## src/rtl/vga_timing_pkg.sv

```systemverilog
// Shared 640x480@60 VGA timing constants, derived window origin and receiver FSM states.
package vga_timing_pkg;

  localparam int H_ACTIVE    = 640;
  localparam int H_SYNC      = 96;
  localparam int H_BACK      = 48;
  localparam int H_TOTAL     = 800;
  localparam int V_ACTIVE    = 480;
  localparam int V_SYNC      = 2;
  localparam int V_BACK      = 33;
  localparam int V_TOTAL     = 525;
  localparam int LOCK_FRAMES = 2;

  // vsync is asserted at line start, one hsync ahead of the line it belongs to, hence the -1
  localparam int H0 = H_SYNC + H_BACK;
  localparam int V0 = V_SYNC + V_BACK - 1;

  localparam logic [9:0] CNT_MAX = 10'd1023;

  typedef enum logic [1:0] {
    SEARCH = 2'd0,
    TRACK  = 2'd1,
    LOCKED = 2'd2
  } rx_state_t;

  function automatic logic [9:0] sat_inc(input logic [9:0] v);
    return (v == CNT_MAX) ? v : v + 10'd1;
  endfunction

endpackage

```

## src/rtl/sync_edge_detect.sv

```systemverilog
// Registers an active-low sync input and flags its falling and rising edges.
module sync_edge_detect (
  input  logic clk_25mhz,
  input  logic reset,
  input  logic sync_n,
  output logic fall,
  output logic rise
);

  logic level;
  logic level_d;

  // both stages idle high so leaving reset never looks like an edge
  always_ff @(posedge clk_25mhz or posedge reset) begin
    if (reset) begin
      level   <= 1'b1;
      level_d <= 1'b1;
    end else begin
      level   <= sync_n;
      level_d <= level;
    end
  end

  assign fall = level_d & ~level;
  assign rise = ~level_d & level;

endmodule

```

## src/rtl/vga_timing_receiver.sv

```systemverilog
// Recovers raster position from VGA syncs, validates line/frame/sync timing and reports lock.
// state  | meaning
// SEARCH | waiting for the first vsync-aligned hsync fall
// TRACK  | counting clean frame boundaries toward lock
// LOCKED | timing verified, active window and frame_start enabled
module vga_timing_receiver #(
  parameter int H_ACTIVE    = vga_timing_pkg::H_ACTIVE,
  parameter int H_SYNC      = vga_timing_pkg::H_SYNC,
  parameter int H_BACK      = vga_timing_pkg::H_BACK,
  parameter int H_TOTAL     = vga_timing_pkg::H_TOTAL,
  parameter int V_ACTIVE    = vga_timing_pkg::V_ACTIVE,
  parameter int V_SYNC      = vga_timing_pkg::V_SYNC,
  parameter int V_BACK      = vga_timing_pkg::V_BACK,
  parameter int V_TOTAL     = vga_timing_pkg::V_TOTAL,
  parameter int LOCK_FRAMES = vga_timing_pkg::LOCK_FRAMES
) (
  input  logic       clk_25mhz,
  input  logic       reset,
  input  logic       h_sync,
  input  logic       v_sync,
  output logic [9:0] pixel_x,
  output logic [9:0] pixel_y,
  output logic       video_active,
  output logic       frame_start,
  output logic       locked,
  output logic       timing_error,
  output logic [9:0] line_len,
  output logic [9:0] frame_lines
);
  import vga_timing_pkg::*;

  localparam int GW = $clog2(LOCK_FRAMES + 1);

  localparam logic [9:0] H_START     = 10'(H_SYNC + H_BACK);
  localparam logic [9:0] H_END       = 10'(H_SYNC + H_BACK + H_ACTIVE);
  localparam logic [9:0] V_START     = 10'(V_SYNC + V_BACK - 1);
  localparam logic [9:0] V_END       = 10'(V_SYNC + V_BACK - 1 + V_ACTIVE);
  localparam logic [9:0] H_TOTAL_L   = 10'(H_TOTAL);
  localparam logic [9:0] V_TOTAL_L   = 10'(V_TOTAL);
  localparam logic [9:0] H_SYNC_L    = 10'(H_SYNC);
  localparam logic [9:0] V_SYNC_LAST = 10'(V_SYNC - 1);
  localparam logic [GW-1:0] GOOD_LOCK = GW'(LOCK_FRAMES);

  logic          hs_fall, hs_rise, vs_fall, vs_rise, vs_aligned;
  logic [9:0]    hpos_reg, vpos_reg, hpos, vpos;
  logic          vs_pend, primed, check_fail, loss, in_window;
  rx_state_t     state, state_nx;
  logic [GW-1:0] good, good_nx;

  sync_edge_detect u_hs_edge (
    .clk_25mhz (clk_25mhz),
    .reset     (reset),
    .sync_n    (h_sync),
    .fall      (hs_fall),
    .rise      (hs_rise)
  );

  sync_edge_detect u_vs_edge (
    .clk_25mhz (clk_25mhz),
    .reset     (reset),
    .sync_n    (v_sync),
    .fall      (vs_fall),
    .rise      (vs_rise)
  );

  assign vs_aligned = hs_fall && (vs_pend || vs_fall);

  // hpos_reg still holds the finished line's length during the fall cycle
  always_comb begin
    hpos = hpos_reg;
    vpos = vpos_reg;
    if (hs_fall) begin
      hpos = '0;
      vpos = vs_aligned ? '0 : sat_inc(vpos_reg);
    end
  end

  always_ff @(posedge clk_25mhz or posedge reset) begin
    if (reset) begin
      hpos_reg    <= CNT_MAX;
      vpos_reg    <= CNT_MAX;
      vs_pend     <= 1'b0;
      primed      <= 1'b0;
      line_len    <= '0;
      frame_lines <= '0;
    end else begin
      hpos_reg <= sat_inc(hpos);
      vpos_reg <= vpos;
      primed   <= primed | hs_fall;
      if (vs_aligned) begin
        vs_pend <= 1'b0;
      end else if (vs_fall) begin
        vs_pend <= 1'b1;
      end
      if (hs_fall) begin
        line_len <= hpos_reg;
      end
      if (vs_aligned) begin
        frame_lines <= vpos_reg + 10'd1;
      end
    end
  end

  assign check_fail = primed && (
      (hs_fall    && (hpos_reg != H_TOTAL_L)) ||
      (hs_rise    && (hpos != H_SYNC_L)) ||
      (vs_aligned && ((vpos_reg + 10'd1) != V_TOTAL_L)) ||
      (vs_rise    && (vpos != V_SYNC_LAST)));

  assign loss = (hpos == CNT_MAX) || (vpos == CNT_MAX);

  always_ff @(posedge clk_25mhz or posedge reset) begin
    if (reset) begin
      state <= SEARCH;
      good  <= '0;
    end else begin
      state <= state_nx;
      good  <= good_nx;
    end
  end

  // SEARCH never pulses, so a saturated counter reports its loss exactly once
  always_comb begin
    state_nx     = state;
    good_nx      = good;
    timing_error = 1'b0;
    case (state)
      SEARCH: begin
        if (vs_aligned) begin
          state_nx = TRACK;
          good_nx  = '0;
        end
      end
      TRACK, LOCKED: begin
        if (loss) begin
          state_nx     = SEARCH;
          good_nx      = '0;
          timing_error = 1'b1;
        end else if (check_fail) begin
          state_nx     = TRACK;
          good_nx      = '0;
          timing_error = 1'b1;
        end else if (vs_aligned && (state == TRACK)) begin
          good_nx = good + GW'(1);
          if (good_nx == GOOD_LOCK) begin
            state_nx = LOCKED;
          end
        end
      end
      default: begin
        state_nx = SEARCH;
        good_nx  = '0;
      end
    endcase
  end

  always_comb begin
    in_window    = (hpos >= H_START) && (hpos < H_END) &&
                   (vpos >= V_START) && (vpos < V_END);
    locked       = (state == LOCKED);
    video_active = locked && in_window;
    pixel_x      = '0;
    pixel_y      = '0;
    if (video_active) begin
      pixel_x = hpos - H_START;
      pixel_y = vpos - V_START;
    end
    frame_start  = video_active && (hpos == H_START) && (vpos == V_START);
  end

endmodule

```

## config.mk

```make
export PLATFORM = sky130hd
export DESIGN_NAME = vga_timing_receiver
export DESIGN_NICKNAME = d
export VERILOG_FILES = /design/src/rtl/vga_timing_pkg.sv /design/src/rtl/sync_edge_detect.sv /design/src/rtl/vga_timing_receiver.sv
export SDC_FILE = /design/constraint.sdc
export NUM_CORES = 1
export LEC_CHECK = 0
export CAP_MARGIN = 20
export CORE_ASPECT_RATIO = 1.5
export CORE_MARGIN = 4
export CORE_UTILIZATION = 38
export DETAILED_ROUTE_END_ITERATION = 8
export PLACE_DENSITY = 0.67
export SLEW_MARGIN = 15
export SYNTH_ARGS = -nofsm -noshare
export SYNTH_HDL_FRONTEND = slang
export SYNTH_SLANG_ARGS = --single-unit
```

## constraint.sdc

```tcl
create_clock -name clk_25mhz -period 10.2 [get_ports clk_25mhz]
set_input_delay 2.04 -clock clk_25mhz [delete_from_list [all_inputs] [get_ports clk_25mhz]]
set_output_delay 2.04 -clock clk_25mhz [all_outputs]
set_load 0.03 [all_outputs]
```

==> flow_summary.json, run 1 <==
{
  "syn2layout_area_growth_pct": 19.7,
  "routed_wl_um": 8500,
  "avgSynthCellArea_um2": 8.48,
  "p_leak_nw": 1.63,
  "die_area_um2": 10300,
  "crit_path_end_kind": "primary output",
  "drive_above_1_share": 0.139,
  "status": "finished clean",
  "die_x_um": 84.4,
  "globalRouteMet3Util": 0.0309,
  "drt-initial-drc-count": 177,
  "cts_tree": "done",
  "post-route-period-util": 0.646,
  "synth_nets": 411,
  "n_fill_cell": 836,
  "grt_pass1_vias": 3000,
  "synthTopCellsByArea": "dfrtp_1 (20%), dfstp_2 (19%), nand2_1 (9.1%)",
  "path_cells": "ha_1 > and2_1 > a2111oi_1 > nor3_1 > o31ai_1 > a31oi_1 > o21ai_1 > buf_4 > nor4_1 > clkdlybuf4s50_1",
  "met2_usage": 0.313,
  "path_class": "reg -> out",
  "crit_end": "pixel_x[7]",
  "cp_slowest_cell": "clkdlybuf4s50_1",
  "slew_violations": 0,
  "initial_core_util": 0.393,
  "placed_area_um2": 3810,
  "io_buffers": 47,
  "rsz0062_at_grt": "no",
  "diodes": 0,
  "finalPower_w": 0.000674,
  "coreArea_um2": 8460,
  "cp_max_fo": 13,
  "cts_root_buf": "clkbuf_16",
  "nNetsFinal": 442,
  "drt_pass1_iterations": 5,
  "ioPinCount": 48,
  "grt_max_degree": 51,
  "slowest_delay_ps": 730,
  "setup_viol": 0,
  "dp_slack_ps": 3950,
  "stdcell_area_um2": 3980,
  "post_cts_resize_count": 0,
  "grt_most_used_layer": "met2",
  "syn_inst": 392,
  "drc": 0,
  "placement_rows": 41,
  "synth-seq-cells": 50,
  "hold_viol_final": 0,
  "clk-insertion-delay-late_ps": 290,
  "die_y_um": 123,
  "startpoint": "vpos_reg[0]$_DFF_PP1_",
  "rr_worst_depth": 9,
  "power.density_nw_per_um2": 169,
  "critical_path_required_ps": 8160,
  "finalClockSkew_ps": 6.15,
  "worstReg2RegEnd": "good[0]$_DFFE_PP0P_",
  "utilization": 0.470,
  "yosysTopAreaCell": "dfrtp_1",
  "ctsHoldBuffers": 0,
  "vias": 2904,
  "antenna_found_initial": 0,
  "gp_congestion": 0.942,
  "cts_buffers": 5,
  "fin_crit_ps": 6590,
  "arrival_ps": 4550,
  "post_drt_wl_per_cell_um": 16.0,
  "use_met1": 0.202,
  "synth_ff_type": "dfrtp_1",
  "grt_pass1_wl_um": 14700,
  "overflow": 0,
  "clkTransAtPathRegs_ps": 70,
  "cts_setup_buffers": 0,
  "r2r_setup_slack_ps": 6300,
  "synth_top_area_share": 0.196,
  "slew-limit-headroom": 0.454,
  "fmax_mhz": 152,
  "syn-cell-area_um2": 3330,
  "setup-tns-final_ps": 0,
  "h-tree-depth": 2,
  "vias_per_cell": 5.47,
  "clk_path_buf_depth": 2,
  "cts_sinks": 50,
  "synth_edf_count": 0,
  "multi_input_area_um2": 1810,
  "ys_seq_area_frac": 0.385,
  "worst_pin_slew_ps": 813,
  "hold_class": "reg -> reg",
  "r2r-start": "vpos_reg[0]$_DFF_PP1_",
  "synth_cell_types": 63,
  "regArea_um2": 1280,
  "dp_hpwl_um": 6240,
  "crit_path_start_kind": "flip-flop",
  "ys_async_sr_fraction": 1.00,
  "setup_slack_ps": 3610,
  "vdd_drop_max_mv": 0.148,
  "grt_use_total": 0.175,
  "maxCapViolCount": 0,
  "yosys_warnings": 0,
  "ant_nets": 0
}
## cells in the mapped netlist, drive strengths merged, types with 6 or more instances
cell type / number
o21ai: 11
xor2: 7
dfrtp: 26
dfstp: 24
xnor2: 14
clkbuf: 10
nor3: 14
a31oi: 9
nor4: 6
buf: 17
nor2: 40
ha: 15
a21oi: 15
nand3: 13
inv: 21
nand2: 81
## report_power, final
part           internal (W)  total (W)  switching (W)
clock              0.000117   0.000194      0.0000769
combinational     0.0000867   0.000214       0.000128
sequential         0.000237   0.000265      0.0000285
## worst min path at each step
stage                                         start                     endpoint  slack, ps  depth (start not counted)
after floorplan           u_vs_edge.level$_DFF_PP1_  u_vs_edge.level_d$_DFF_PP1_        360                          0
after global placement    u_vs_edge.level$_DFF_PP1_  u_vs_edge.level_d$_DFF_PP1_        380                          0
after detailed placement  u_vs_edge.level$_DFF_PP1_  u_vs_edge.level_d$_DFF_PP1_        380                          0
after CTS                 u_vs_edge.level$_DFF_PP1_  u_vs_edge.level_d$_DFF_PP1_        390                          0
after global routing      u_vs_edge.level$_DFF_PP1_  u_vs_edge.level_d$_DFF_PP1_        390                          0
final                     u_vs_edge.level$_DFF_PP1_  u_vs_edge.level_d$_DFF_PP1_        390                          0
## layout by cell type (no fill, tap or decap), types with 3 or more instances in the layout
cell and n:
nand2_1 81, clkdlybuf4s50_1 47, nor2_1 38, dfrtp_1 26, dfstp_2 24, inv_1 20
a21oi_1 15, ha_1 15, xnor2_1 14, nor3_1 11, nand3_1 10, o21ai_0 9
a31oi_1 9, xor2_1 7, and2_1 5, and3_1 5, nor4_1 5, clkbuf_16 5
nor2b_1 4, nor3b_1 4, buf_4 4, o21a_1 3, nand3_2 3, nand2b_1 3
nand4_1 3, o211ai_1 3
## metrics by stage
step	std cells	hold slack [ps]
5_1_grt	531	392
6_report	531	386
4_1_cts	531	388
2_1_floorplan	392	361
3_3_place_gp	523	382
3_5_place_dp	523	377
## critical path: cells and delay by family, from the launching register on
family | cells | cell delay, ps
buf+inv | 2 | 1000
fa+ha+maj | 1 | 300
compound gates | 4 | 960
simple gates | 3 | 1380
flops | 1 | 620
## layer usage
metal | up-vias | routed length (um)
li1 | 1396 | -
met1 | 1380 | 3340
met2 | 106 | 4460
met3 | 22 | 399
met4 | 0 | 300
met5 | - | 0
## kinds of logic after synthesis
| logic type | Yosys count | synth area share |
|---|---|---|
| mux | 3 | 0.00978 |
| fa+ha+maj | 15 | 0.0564 |
| xor+xnor | 21 | 0.0553 |
| compound gates | 61 | 0.134 |
| simple gates | 194 | 0.290 |
| flops | 50 | 0.385 |
| buf+inv | 48 | 0.0696 |
## cell type report
cell class                 count  area share
tap                          107      0.0336
inverter                      21      0.0198
clock buffer                   5      0.0314
sequential                    50       0.322
timing repair buffer          51       0.126
clock inverter                 3      0.0119
multi-input combinational    294       0.456
No activity file was read; power rests on OpenSTA's default activity.
==> inputs of run 2 (changes only) <==
clock period = 6.1 ns   (was 10.2 ns; I/O delays follow)
==> run 2 against run 1 <==
Sequential cell count unchanged; die area unchanged; largest power group unchanged; register-to-register slack got worse by 3900 ps; clock-buffer cell count did not move; critical path depth down 1; non-clock buffer count increased by 3; clock skew is essentially flat; setup slack worse by 3000 ps; wire length is 1.8% higher; clock power rose by 54%; sequential share of layout area about the same.
==> flow_summary.json, run 2 (synthesis gave the netlist of run 1 again) <==
{
  "diodes": 0,
  "seqPwrFrac": 0.404,
  "ioPinCount": 48,
  "startpoint": "vpos_reg[0]$_DFF_PP1_",
  "cp_slowest_cell": "clkdlybuf4s50_1",
  "cp_num_buf_inv": 1,
  "syn2layout_area_growth_pct": 19.8,
  "vias": 2812,
  "coreArea_um2": 8460,
  "cts_tree": "done",
  "p_int_w": 0.000699,
  "power.density_nw_per_um2": 275,
  "die_y_um": 123,
  "fin_hold_ws_ps": 392,
  "arrival_ps": 4240,
  "setup_viol": 0,
  "critPathTopFamily": "simple AND/OR/NAND/NOR gates",
  "cts_setup_buffers": 0,
  "crit_path_end_kind": "primary output",
  "drt_pass1_iterations": 4,
  "io_buffers": 47,
  "status": "finished clean",
  "slew_violations": 0,
  "p_leak_nw": 1.64,
  "worst_pin_slew_ps": 830,
  "gp_congestion": 0.876,
  "r2r-start": "vpos_reg[0]$_DFF_PP1_",
  "cts_buffers": 5,
  "p_comb_frac": 0.325,
  "hold_class": "reg -> reg",
  "path_cells": "ha_1 > and2_1 > nand3_2 > a311oi_2 > o2111ai_1 > nor4_1 > or4_1 > and2_1 > clkdlybuf4s50_1",
  "setup-tns-final_ps": 0,
  "rr_worst_depth": 10,
  "hp-start": "u_vs_edge.level$_DFF_PP1_",
  "fin_cells": 534,
  "drc": 0,
  "clk-insertion-delay-late_ps": 300,
  "die_area_um2": 10300,
  "final_common_cell": "nand2_1",
  "p_clk_frac": 0.271,
  "slew-limit-headroom": 0.447,
  "ctsHoldBuffers": 0,
  "grt_pass1_wl_um": 14600,
  "cts_sinks": 50,
  "ant_nets": 0,
  "grt_pass1_vias": 2918,
  "min_to": "u_vs_edge.level_d$_DFF_PP1_",
  "post-route-period-util": 0.895,
  "fmax_mhz": 183,
  "dp_hpwl_um": 6520,
  "clk_path_buf_depth": 2,
  "fin_crit_ps": 5460,
  "r2r_setup_slack_ps": 2350,
  "drive_above_1_share": 0.145,
  "post_cts_resize_count": 0,
  "maxCapViolCount": 0,
  "path_class": "reg -> out",
  "drt-initial-drc-count": 118,
  "die_x_um": 84.4,
  "cp_max_fo": 10,
  "clkTransAtPathRegs_ps": 70,
  "dp.cells": 526,
  "cts_root_buf": "clkbuf_16",
  "crit_top_cell": "and2_1",
  "grt_use_total": 0.177,
  "crit_path_start_kind": "flip-flop",
  "placement_rows": 41,
  "routed_wl_um": 8650,
  "grt_max_degree": 51,
  "post_drt_wl_per_cell_um": 16.2,
  "h-tree-depth": 2,
  "hold_viol_final": 0,
  "vdd_drop_max_mv": 0.280,
  "overflow": 0,
  "final_cell_mix": "nand2_1 (81), clkdlybuf4s50_1 (47), nor2_1 (38), dfrtp_1 (26), dfstp_2 (24)",
  "initial_core_util": 0.393,
  "vias_per_cell": 5.27,
  "power_switching_w": 0.000398,
  "worstReg2RegEnd": "good[0]$_DFFE_PP0P_",
  "hold_path_depth": 0,
  "nNetsFinal": 445,
  "critical_path_required_ps": 4880,
  "rsz0062_at_grt": "no",
  "finalPower_w": 0.00110,
  "switching_share": 0.363,
  "slowest_delay_ps": 670,
  "finalClockSkew_ps": 6.54,
  "antenna_found_initial": 0
}
[run 2: changes by cell type in the layout (fill, tap and decap cells not counted)]
cell and change:
bufinv_16 -1, buf_4 +3, inv_8 +1
[run 2: final cells by class]
cell class	instances	area (um2)
Clock buffer	5	125
Tap cell	107	134
Clock inverter	3	28.8
Multi-Input combinational cell	294	1810
Fill cell	834	4480
Inverter	21	78.8
Sequential cell	50	1280
Timing Repair Buffer	54	523
[run 2: power by group through the flow]
| stage | clock network [W] | registers, W | logic [W] |
|---|---|---|---|
| floorplan | 0 | 0.000478 | 0.000211 |
| global placement | 0 | 0.000448 | 0.000354 |
| detailed placement | 0 | 0.000450 | 0.000360 |
| CTS | 0.000306 | 0.000444 | 0.000361 |
| global route | 0.000316 | 0.000453 | 0.000397 |
| finish | 0.000298 | 0.000443 | 0.000356 |
[run 2: stage by stage]
stage / util / instance area [um2] / setup slack, ps
floorplan: - / 3330 / 1570
global placement: 0.452 / 3830 / 959
detailed placement: 0.452 / 3830 / 890
CTS: 0.471 / 3980 / 556
global route: 0.471 / 3980 / 310
finish: 0.471 / 3980 / 638
[run 2: per-layer routing]
metal,share of wire,track usage
met1,0.40,0.195
met2,0.54,0.331
met3,0.031,0.0302
met4,0.028,0.0802
met5,0,0
[run 2: worst max-delay path by stage]
stage | slack, ps | endpoint | depth (start not counted)
after floorplan | 1570 | pixel_x[7] | 12
after global placement | 960 | pixel_x[7] | 13
after detailed placement | 890 | timing_error | 9
after CTS | 560 | timing_error | 9
after global routing | 310 | pixel_x[7] | 13
final | 640 | timing_error | 9
